`src/rtl/rtc_port_source.sv`:
```
// Real-time clock/calendar on the CPU I/O port bus: 1 Hz counting, port reads with tear-free shadow, presets.
// Optional alarm (ports 6-8, alarm_irq) is built when RTC_ALARM_EN is defined.
module rtc_port_source #(
  parameter int data_size  = 16,
  parameter int RESET_YEAR = 2000
) (
  input  logic                 clk,
  input  logic                 rst,
  input  logic                 tick,
  input  logic                 cs,
  input  logic [3:0]           op,
  input  logic [data_size-1:0] port,
  input  logic [data_size-1:0] data,
  output logic [data_size-1:0] result,
  output logic                 valid
`ifdef RTC_ALARM_EN
  ,
  output logic                 alarm_irq
`endif
);

  typedef logic [data_size-1:0] fld_t;

  localparam logic [3:0] OP_RD = 4'b0010;
  localparam logic [3:0] OP_WR = 4'b0011;

  function automatic logic is_leap(input fld_t y);
    logic [31:0] yy;
    yy = 32'(y);
    return ((yy % 32'd4) == 32'd0) &&
           (((yy % 32'd100) != 32'd0) || ((yy % 32'd400) == 32'd0));
  endfunction

  function automatic fld_t mlen(input fld_t m, input fld_t y);
    if (m == fld_t'(2))
      return is_leap(y) ? fld_t'(29) : fld_t'(28);
    else if (m == fld_t'(4) || m == fld_t'(6) || m == fld_t'(9) || m == fld_t'(11))
      return fld_t'(30);
    else
      return fld_t'(31);
  endfunction

  // Out-of-range preset values collapse to the field minimum.
  function automatic fld_t clamp(input fld_t v, input fld_t lo, input fld_t hi);
    return (v < lo || v > hi) ? lo : v;
  endfunction

  fld_t sec, min, hour, day, month, year;
  fld_t sh_min, sh_hour, sh_day, sh_month, sh_year;
  fld_t n_sec, n_min, n_hour, n_day, n_month, n_year;
  fld_t rd_data;
  logic tick_pend;
  logic rd, wr, inc;
  logic c_sec, c_min, c_hour, c_day, c_month;

`ifdef RTC_ALARM_EN
  fld_t al_hour, al_min, al_sec;
  logic inc_p1;
`endif

  assign rd  = cs && (op == OP_RD);
  assign wr  = cs && (op == OP_WR);
  assign inc = !wr && (tick || tick_pend);

  // Ripple carry through all fields within one cycle.
  always_comb begin
    c_sec   = sec >= fld_t'(59);
    c_min   = c_sec && (min >= fld_t'(59));
    c_hour  = c_min && (hour >= fld_t'(23));
    c_day   = c_hour && (day >= mlen(month, year));
    c_month = c_day && (month >= fld_t'(12));
    n_sec   = c_sec ? '0 : sec + fld_t'(1);
    n_min   = c_sec ? ((min >= fld_t'(59)) ? '0 : min + fld_t'(1)) : min;
    n_hour  = c_min ? ((hour >= fld_t'(23)) ? '0 : hour + fld_t'(1)) : hour;
    n_day   = c_hour ? ((day >= mlen(month, year)) ? fld_t'(1) : day + fld_t'(1)) : day;
    n_month = c_day ? ((month >= fld_t'(12)) ? fld_t'(1) : month + fld_t'(1)) : month;
    n_year  = c_month ? year + fld_t'(1) : year;
  end

  always_comb begin
    rd_data = '0;
    if (port == fld_t'(0))      rd_data = sec;
    else if (port == fld_t'(1)) rd_data = sh_min;
    else if (port == fld_t'(2)) rd_data = sh_hour;
    else if (port == fld_t'(3)) rd_data = sh_day;
    else if (port == fld_t'(4)) rd_data = sh_month;
    else if (port == fld_t'(5)) rd_data = sh_year;
`ifdef RTC_ALARM_EN
    else if (port == fld_t'(6)) rd_data = al_hour;
    else if (port == fld_t'(7)) rd_data = al_min;
    else if (port == fld_t'(8)) rd_data = al_sec;
`endif
  end

  always_ff @(posedge clk) begin
    if (rst) begin
      sec       <= '0;
      min       <= '0;
      hour      <= '0;
      day       <= fld_t'(1);
      month     <= fld_t'(1);
      year      <= fld_t'(RESET_YEAR);
      sh_min    <= '0;
      sh_hour   <= '0;
      sh_day    <= fld_t'(1);
      sh_month  <= fld_t'(1);
      sh_year   <= fld_t'(RESET_YEAR);
      result    <= '0;
      valid     <= 1'b0;
      tick_pend <= 1'b0;
    end else begin
      valid <= 1'b0;
      // Read sees pre-increment values; port 0 snapshots the calendar.
      if (rd) begin
        result <= rd_data;
        valid  <= 1'b1;
        if (port == fld_t'(0)) begin
          sh_min   <= min;
          sh_hour  <= hour;
          sh_day   <= day;
          sh_month <= month;
          sh_year  <= year;
        end
      end
      if (wr) begin
        result    <= '0;
        tick_pend <= tick || tick_pend;
        if (port == fld_t'(0))      sec   <= clamp(data, '0, fld_t'(59));
        else if (port == fld_t'(1)) min   <= clamp(data, '0, fld_t'(59));
        else if (port == fld_t'(2)) hour  <= clamp(data, '0, fld_t'(23));
        else if (port == fld_t'(3)) day   <= clamp(data, fld_t'(1), mlen(month, year));
        else if (port == fld_t'(4)) month <= clamp(data, fld_t'(1), fld_t'(12));
        else if (port == fld_t'(5)) year  <= data;
      end else if (inc) begin
        sec       <= n_sec;
        min       <= n_min;
        hour      <= n_hour;
        day       <= n_day;
        month     <= n_month;
        year      <= n_year;
        tick_pend <= 1'b0;
      end
    end
  end

`ifdef RTC_ALARM_EN
  // Compare one cycle after an increment so the match uses the new time.
  always_ff @(posedge clk) begin
    if (rst) begin
      al_hour   <= '0;
      al_min    <= '0;
      al_sec    <= '0;
      inc_p1    <= 1'b0;
      alarm_irq <= 1'b0;
    end else begin
      inc_p1 <= inc;
      if (wr && (port == fld_t'(6) || port == fld_t'(7) || port == fld_t'(8))) begin
        alarm_irq <= 1'b0;
        if (port == fld_t'(6))      al_hour <= clamp(data, '0, fld_t'(23));
        else if (port == fld_t'(7)) al_min  <= clamp(data, '0, fld_t'(59));
        else                        al_sec  <= clamp(data, '0, fld_t'(59));
      end else if (inc_p1 && hour == al_hour && min == al_min && sec == al_sec) begin
        alarm_irq <= 1'b1;
      end
    end
  end
`endif

endmodule

```
`config.mk`:
```
export PLATFORM = sky130hd
export DESIGN_NAME = rtc_port_source
export DESIGN_NICKNAME = d
export VERILOG_FILES = /design/src/rtl/rtc_port_source.sv
export SDC_FILE = /design/constraint.sdc
export NUM_CORES = 1
export LEC_CHECK = 0
export ABC_CLOCK_PERIOD_IN_PS = 27300
export BUFFER_PORTS_ARGS = -buffer_cell sky130_fd_sc_hd__buf_2
export CAP_MARGIN = 25
export CORE_AREA = 2 2 154 156
export DETAILED_ROUTE_END_ITERATION = 16
export DIE_AREA = 0 0 156 158
export SLEW_MARGIN = 20
export SYNTH_ARGS = -nofsm -noshare
export SYNTH_HDL_FRONTEND = slang
export SYNTH_SLANG_ARGS = --single-unit
```
`constraint.sdc`:
```
create_clock -name clk -period 27.3 [get_ports clk]
set_input_delay 0 -clock clk [delete_from_list [all_inputs] [get_ports clk]]
set_output_delay 0 -clock clk [all_outputs]
set_load 0.01 [all_outputs]
```
## Word-level counts from Yosys, hierarchy flattened

Index checks and enable logic that the tools add are counted.

| operators by class | value |
|---|---|
| reduce and logical (&&, ||, !) cells | 36 |
| multipliers | 0 |
| equal/unequal tests | 23 |
| shifts and indexed selects | 0 |
| add/sub/neg operators | 6 |
| multiplexer cells | 65 |
| divide/modulo/power cells | 2 |
| bitwise gates (word level) | 0 |
| order comparisons | 11 |

Operators by type and width:

| operator | count |
|---|---|
| $mux 16 | 59 |
| $add 16x1->16 const B | 6 |
| $eq 16x3->1 const B | 4 |
| $logic_not 32->1 | 2 |
| $eq 16x2->1 const B | 3 |
| $eq 16x4->1 const B | 2 |
| $ge 16x6->1 const B | 2 |
| $lt 16x1->1 const B | 2 |
| $mod 16x7->32 const B | 1 |
| $mod 16x9->32 const B | 1 |
| $reduce_bool 32->1 | 1 |
| $eq 16x1->1 const B | 1 |
| $ge 16x16->1 | 1 |
| $ge 16x4->1 const B | 1 |
| $ge 16x5->1 const B | 1 |
| $gt 16x16->1 | 1 |
| $gt 16x4->1 const B | 1 |
| $gt 16x5->1 const B | 1 |
| $gt 16x6->1 const B | 1 |
| $logic_not 16->1 | 1 |
| $ne 2x1->1 const B | 6 |
| $reduce_bool 2->1 | 6 |
| $ne 2x2->1 const B | 5 |
| $logic_or 1x1->1 | 9 |
| 12 further kinds | 25 |

| word-level totals | value |
|---|---|
| bits in latches | 0 |
| bits in read-only memories | 0 |
| bits of input ports | 40 |
| memories | 0 |
| register bits after elaboration | 194 |
| output and inout bits | 17 |
| word-level logic and storage cells | 157 |
| bits in writable memories | 0 |

## Longest topological paths before layout

| depth | value |
|---|---|
| word-level depth | 20 |
| mapped depth | 39 |
| mapped depth without buffers | 35 |

## Least setup slack after synthesis

No wires, ideal clock.

| timing | value |
|---|---|
| path type | reg2reg |
| start point | register year[11] |
| end point | register year[2] |
| arrival time | 8.419 ns |
| required time | 27.172 ns |
| library setup time | 0.128 ns |
| stages on the path, launching flop included | 35 |
| period minus slack after synthesis | 8.547 ns |
| setup slack | 18.753 ns |
| path buffers | 1 |
| path through | dfxtp_1 > nor3_1 > nor2_1 > ha_1 > nand2b_1 > a211o_1 > or4_1 > a211o_1 > a211o_1 > a2111o_1 > and2_4 > a311o_1 > a22o_1 > a311o_1 > o21ai_4 > mux2i_2 > nor4_2 > or3_1 > a211oi_2 > or3_1 > nand2_1 > o21a_1 > or3b_1 > mux2i_1 > a31oi_1 > ha_1 > nand2b_1 > a21oi_1 > o2111ai_1 > inv_1 > o31ai_1 > clkbuf_1 > o21ai_0 > a21oi_1 > nor2_1 |

| between the ends | value |
|---|---|
| word-level cells in the longest chain between the ends | 11 |
| elaborated cells on any way between the ends | 13 |
| those cells by class | div (2); order compare (1); mux (2); reduce/logical (8) |

Ends and longest elaborated chain:

| item | line | source |
|---|---|---|
| start, declared | 48 | `fld_t sec, min, hour, day, month, year;` |
| start signal, assigned | 102 | `year <= fld_t'(RESET_YEAR);` |
| start signal, assigned | 133 | `else if (port == fld_t'(5)) year <= data;` |
| start signal, assigned | 140 | `year <= n_year;` |
| $mod 16x7->32 or $mod 16x9->32 (tied branches) | 31 | `(((yy % 32'd100) != 32'd0) \|\| ((yy % 32'd400) == 32'd0));` |
| $reduce_bool 32->1 or $logic_not 32->1 (tied branches) | 31 |  |
| $logic_or 1x1->1 * | 31 |  |
| $logic_and 1x1->1 * | 30 | `return ((yy % 32'd4) == 32'd0) &&` |
| $mux 1 * | 36 | `return is_leap(y) ? fld_t'(29) : fld_t'(28);` |
| $mux 2 * | 35 | `if (m == fld_t'(2))` |
| $ge 16x16->1 * | 70 | `c_day = c_hour && (day >= mlen(month, year));` |
| $logic_and 1x1->1 * | 70 |  |
| $logic_and 1x1->1 * | 71 | `c_month = c_day && (month >= fld_t'(12));` |
| $reduce_bool 2->1 (no source line) * | -- |  |
| $reduce_and 8->1 (no source line) * | -- |  |

Every way passes the cells marked *; elsewhere a longest branch is shown, timed or not.
A chain may end at the register's enable or synchronous reset.

## Worst setup path in the final report

| timing | value |
|---|---|
| start point | register year[12] |
| end point | register year[2] |

Same word-level chain as after synthesis.

==> results.sh <==
export IMPL_postLayoutCellArea_um2=11700
export IMPL_ir_drop_v=0.0000511
export IMPL_whs_endpoint="year[7]"
export IMPL_die_w_um=156
export IMPL_synth_common_cells="nand2_1, dfxtp_1, nor2_1"
export IMPL_syn_inst=1389
export IMPL_async_reset_ff_share_pct=0
export IMPL_setup_total_negative_slack_ns=0
export IMPL_antenna_cells=0
export IMPL_status="complete, no violations"
export IMPL_clkPwrFrac_pct=45.5
export IMPL_clock_latency_ns=0.45
export IMPL_route_detailed_drc=0
export IMPL_portBuffers=56
export IMPL_synth_area_leaders="dfxtp_1, nand2_1, a21oi_1"
export IMPL_critPathSlowestCell="o31ai_2"
export IMPL_seq_power_share_pct=51.0
export IMPL_postCtsSetupRepairBufs=0
export IMPL_hp_start="data[7]"
export IMPL_rsz0062_at_grt="no"
export IMPL_busiest_layer="met2"
export IMPL_grt_overflow_total=0
export IMPL_critPathKind="reg2reg"
export IMPL_hold_viol=0
export IMPL_grt_usage_pct=25.4
export IMPL_start_util_pct=45.9
export IMPL_syn_area_per_cell_um2=7.63
export IMPL_max_stage_delay_ns=0.81
export IMPL_synth_seq_cells=194
export IMPL_p_int_mw=0.430
export IMPL_syn2layout_area_growth_pct=10.7
export IMPL_clkTransAtPathRegs_ns=0.07
export IMPL_grt_pass1_wl_um=49700
export IMPL_drt_initial_drc_count=919
export IMPL_ys_warn_count=0
export IMPL_wl_per_cell_um=18.4
export IMPL_grt_use_met2_pct=42.0
export IMPL_drt_total_wl_um=31300
export IMPL_fmax_mhz=99.8
export IMPL_post_route_min_period_ns=10.02
export IMPL_leakagePower_nw=4.17
export IMPL_synth_edff_count=0
export IMPL_pre_cts_ws_ns=17.41
export IMPL_netlist_area_um2=10600
export IMPL_finClkSkew_ns=0.0111
export IMPL_worstReg2RegEnd="year[2]"
export IMPL_power_frac_comb_pct=3.5
export IMPL_cts_path_max_buffers=2
export IMPL_maxCapViolCount=0
export IMPL_worstPathArrival_ns=10.32
export IMPL_power_density_nw_per_um2=47.6
export IMPL_grt_pass1_vias=9292
export IMPL_synth_flop_cell="dfxtp_1"
export IMPL_cts_sinks=194
export IMPL_cp_end_kind="flip-flop"
export IMPL_rows=56
export IMPL_ff2ff_path_depth=33
export IMPL_pin_count=57
export IMPL_coreArea_um2=23100
export IMPL_slew_headroom_pct=36.5
export IMPL_timing_rr_start="year[12]"
export IMPL_drv_slew=0
export IMPL_power_mw=0.559
export IMPL_place_hpwl_um=22100
export IMPL_cp_start_kind="flip-flop"
export IMPL_cts_made_buffers=17
export IMPL_syn_nets=1444
export IMPL_nets=1456
export IMPL_hold_path_class="in2reg"
export IMPL_setup_violations_final=0
export IMPL_ys_seq_area_share_pct=36.7
export IMPL_instances_no_fill=1703
export IMPL_vias=10300
export IMPL_synthMostInstantiatedCell="nand2_1"
export IMPL_place_inst=1660
export IMPL_post_route_period_util_pct=36.7
export IMPL_p_sw_share_pct=23.1
export IMPL_dr_pass1_iters=5
export IMPL_die_height_um=158
export IMPL_die_area_um2=24600
export IMPL_grt_max_degree=81
export IMPL_synth_top_cell_area_share_pct=36.7
export IMPL_clockRootBuffer="clkbuf_16"
export IMPL_synth_distinct_cells=86
export IMPL_place_area_um2=11000
export IMPL_htreeDepth=4
export IMPL_gp_congestion=0.886
export IMPL_drive_gt1_share_pct=10.9
export IMPL_postRouteAntennaNets=0
export IMPL_grt_util_met1_pct=33.6
export IMPL_min_path_cells=5
export IMPL_cts_tree="done"
export IMPL_r2r_setup_slack_ns=17.28
export IMPL_path_max_fanout=21
export IMPL_setup_ws_ns=17.28
export IMPL_avgViaCountPerCell=6.04
export IMPL_yosysTopAreaCell="dfxtp_1"
export IMPL_required_ns=27.61
export IMPL_post_cts_resize_count=0
export IMPL_startpoint="year[12]"
export IMPL_worst_slew_pin_slew_ns=0.947
export IMPL_switchingPower_mw=0.129
export IMPL_antenna_found_initial=0
export IMPL_cts_hold_buffers_added=10
export IMPL_grt_use_met3_pct=4.52
[cell families after synthesis]
family,count (synthesis),share of synthesized area (%)
AOI/OAI and AO/OA,438,27.5
xor gates and xnor gates,12,0.992
adders and majority gates,15,1.77
buffers and inverters,110,4.02
DFF,194,36.7
muxes,23,2.48
and+or+nand+nor,597,26.6
[worst max-delay path, delay by kind of cell (launching register included)]
family                     cells  cell delay (ns)
AOI/OAI and AO/OA             18             6.29
and+or+nand+nor               11             2.26
adders and majority gates      2             0.59
DFF                            1             0.50
muxes                          1             0.14
buffers and inverters          1             0.12
[worst max-delay path by stage]
stage | to | depth (start not counted) | slack [ns]
after global placement | year[3] | 33 | 17.71
after global routing | year[3] | 33 | 16.33
final | year[2] | 33 | 17.28
after detailed placement | year[2] | 33 | 17.41
after floorplan | year[2] | 34 | 18.75
after CTS | year[3] | 33 | 17.39
[cell usage in the layout, fill, tap and decap left out, types with 14 or more instances in the layout]
| cell | synthesis | layout |
|---|---|---|
| a211oi_1 | 17 | 17 |
| a21o_1 | 16 | 16 |
| a21oi_1 | 136 | 136 |
| a222oi_1 | 15 | 15 |
| a22o_1 | 18 | 18 |
| a31oi_1 | 40 | 40 |
| and2_1 | 20 | 20 |
| and3_1 | 22 | 22 |
| buf_2 | 4 | 55 |
| buf_4 | 0 | 16 |
| clkbuf_16 | 0 | 17 |
| dfxtp_1 | 194 | 194 |
| ha_1 | 15 | 15 |
| inv_1 | 22 | 22 |
| mux2_2 | 19 | 19 |
| nand2_1 | 231 | 230 |
| nand2b_1 | 16 | 16 |
| nand3_1 | 41 | 41 |
| nor2_1 | 143 | 143 |
| nor3_1 | 24 | 22 |
| nor4_1 | 20 | 20 |
| o211ai_1 | 14 | 14 |
| o21ai_0 | 70 | 70 |
[registers in the layout (all words and copies together) (netlist names)]
| name | cells |
|---|---|
| day | 16 |
| hour | 16 |
| min | 16 |
| month | 16 |
| result | 16 |
| sec | 16 |
| sh_day | 16 |
| sh_hour | 16 |
| sh_min | 16 |
| sh_month | 16 |
| sh_year | 16 |
| year | 16 |
| tick_pend | 1 |
| valid | 1 |
[per-stage QoR]
step,hold WS [ns],util [%]
floorplan,0.170,-
global placement,0.315,47.8
detailed placement,0.360,47.8
CTS,0.00733,50.8
global route,0.0502,50.9
finish,0.0168,50.9
[area by class of cell]
class | count | area (um^2)
Tap cell | 290 | 363
Clock buffer | 18 | 439
Sequential cell | 194 | 3880
Timing Repair Buffer | 81 | 495
Clock inverter | 13 | 153
Fill cell | 2276 | 11300
Multi-Input combinational cell | 1085 | 6310
Inverter | 22 | 82.6
[routing by layer]
| layer | wire, um | up-vias |
|---|---|---|
| met5 | 0 | - |
| met4 | 684 | 0 |
| met3 | 1510 | 46 |
| met2 | 14600 | 253 |
| met1 | 14500 | 4854 |
| li1 | - | 5140 |
[power groups by stage]
stage                     registers, mW  clock network, mW  logic (mW)
after floorplan                   0.291                  0      0.0102
after global placement            0.291                  0      0.0183
after detailed placement          0.291                  0      0.0183
after CTS                         0.285              0.258      0.0193
after global routing              0.285              0.269      0.0211
final                             0.285              0.254      0.0195
(Power assumes the default switching activity.)
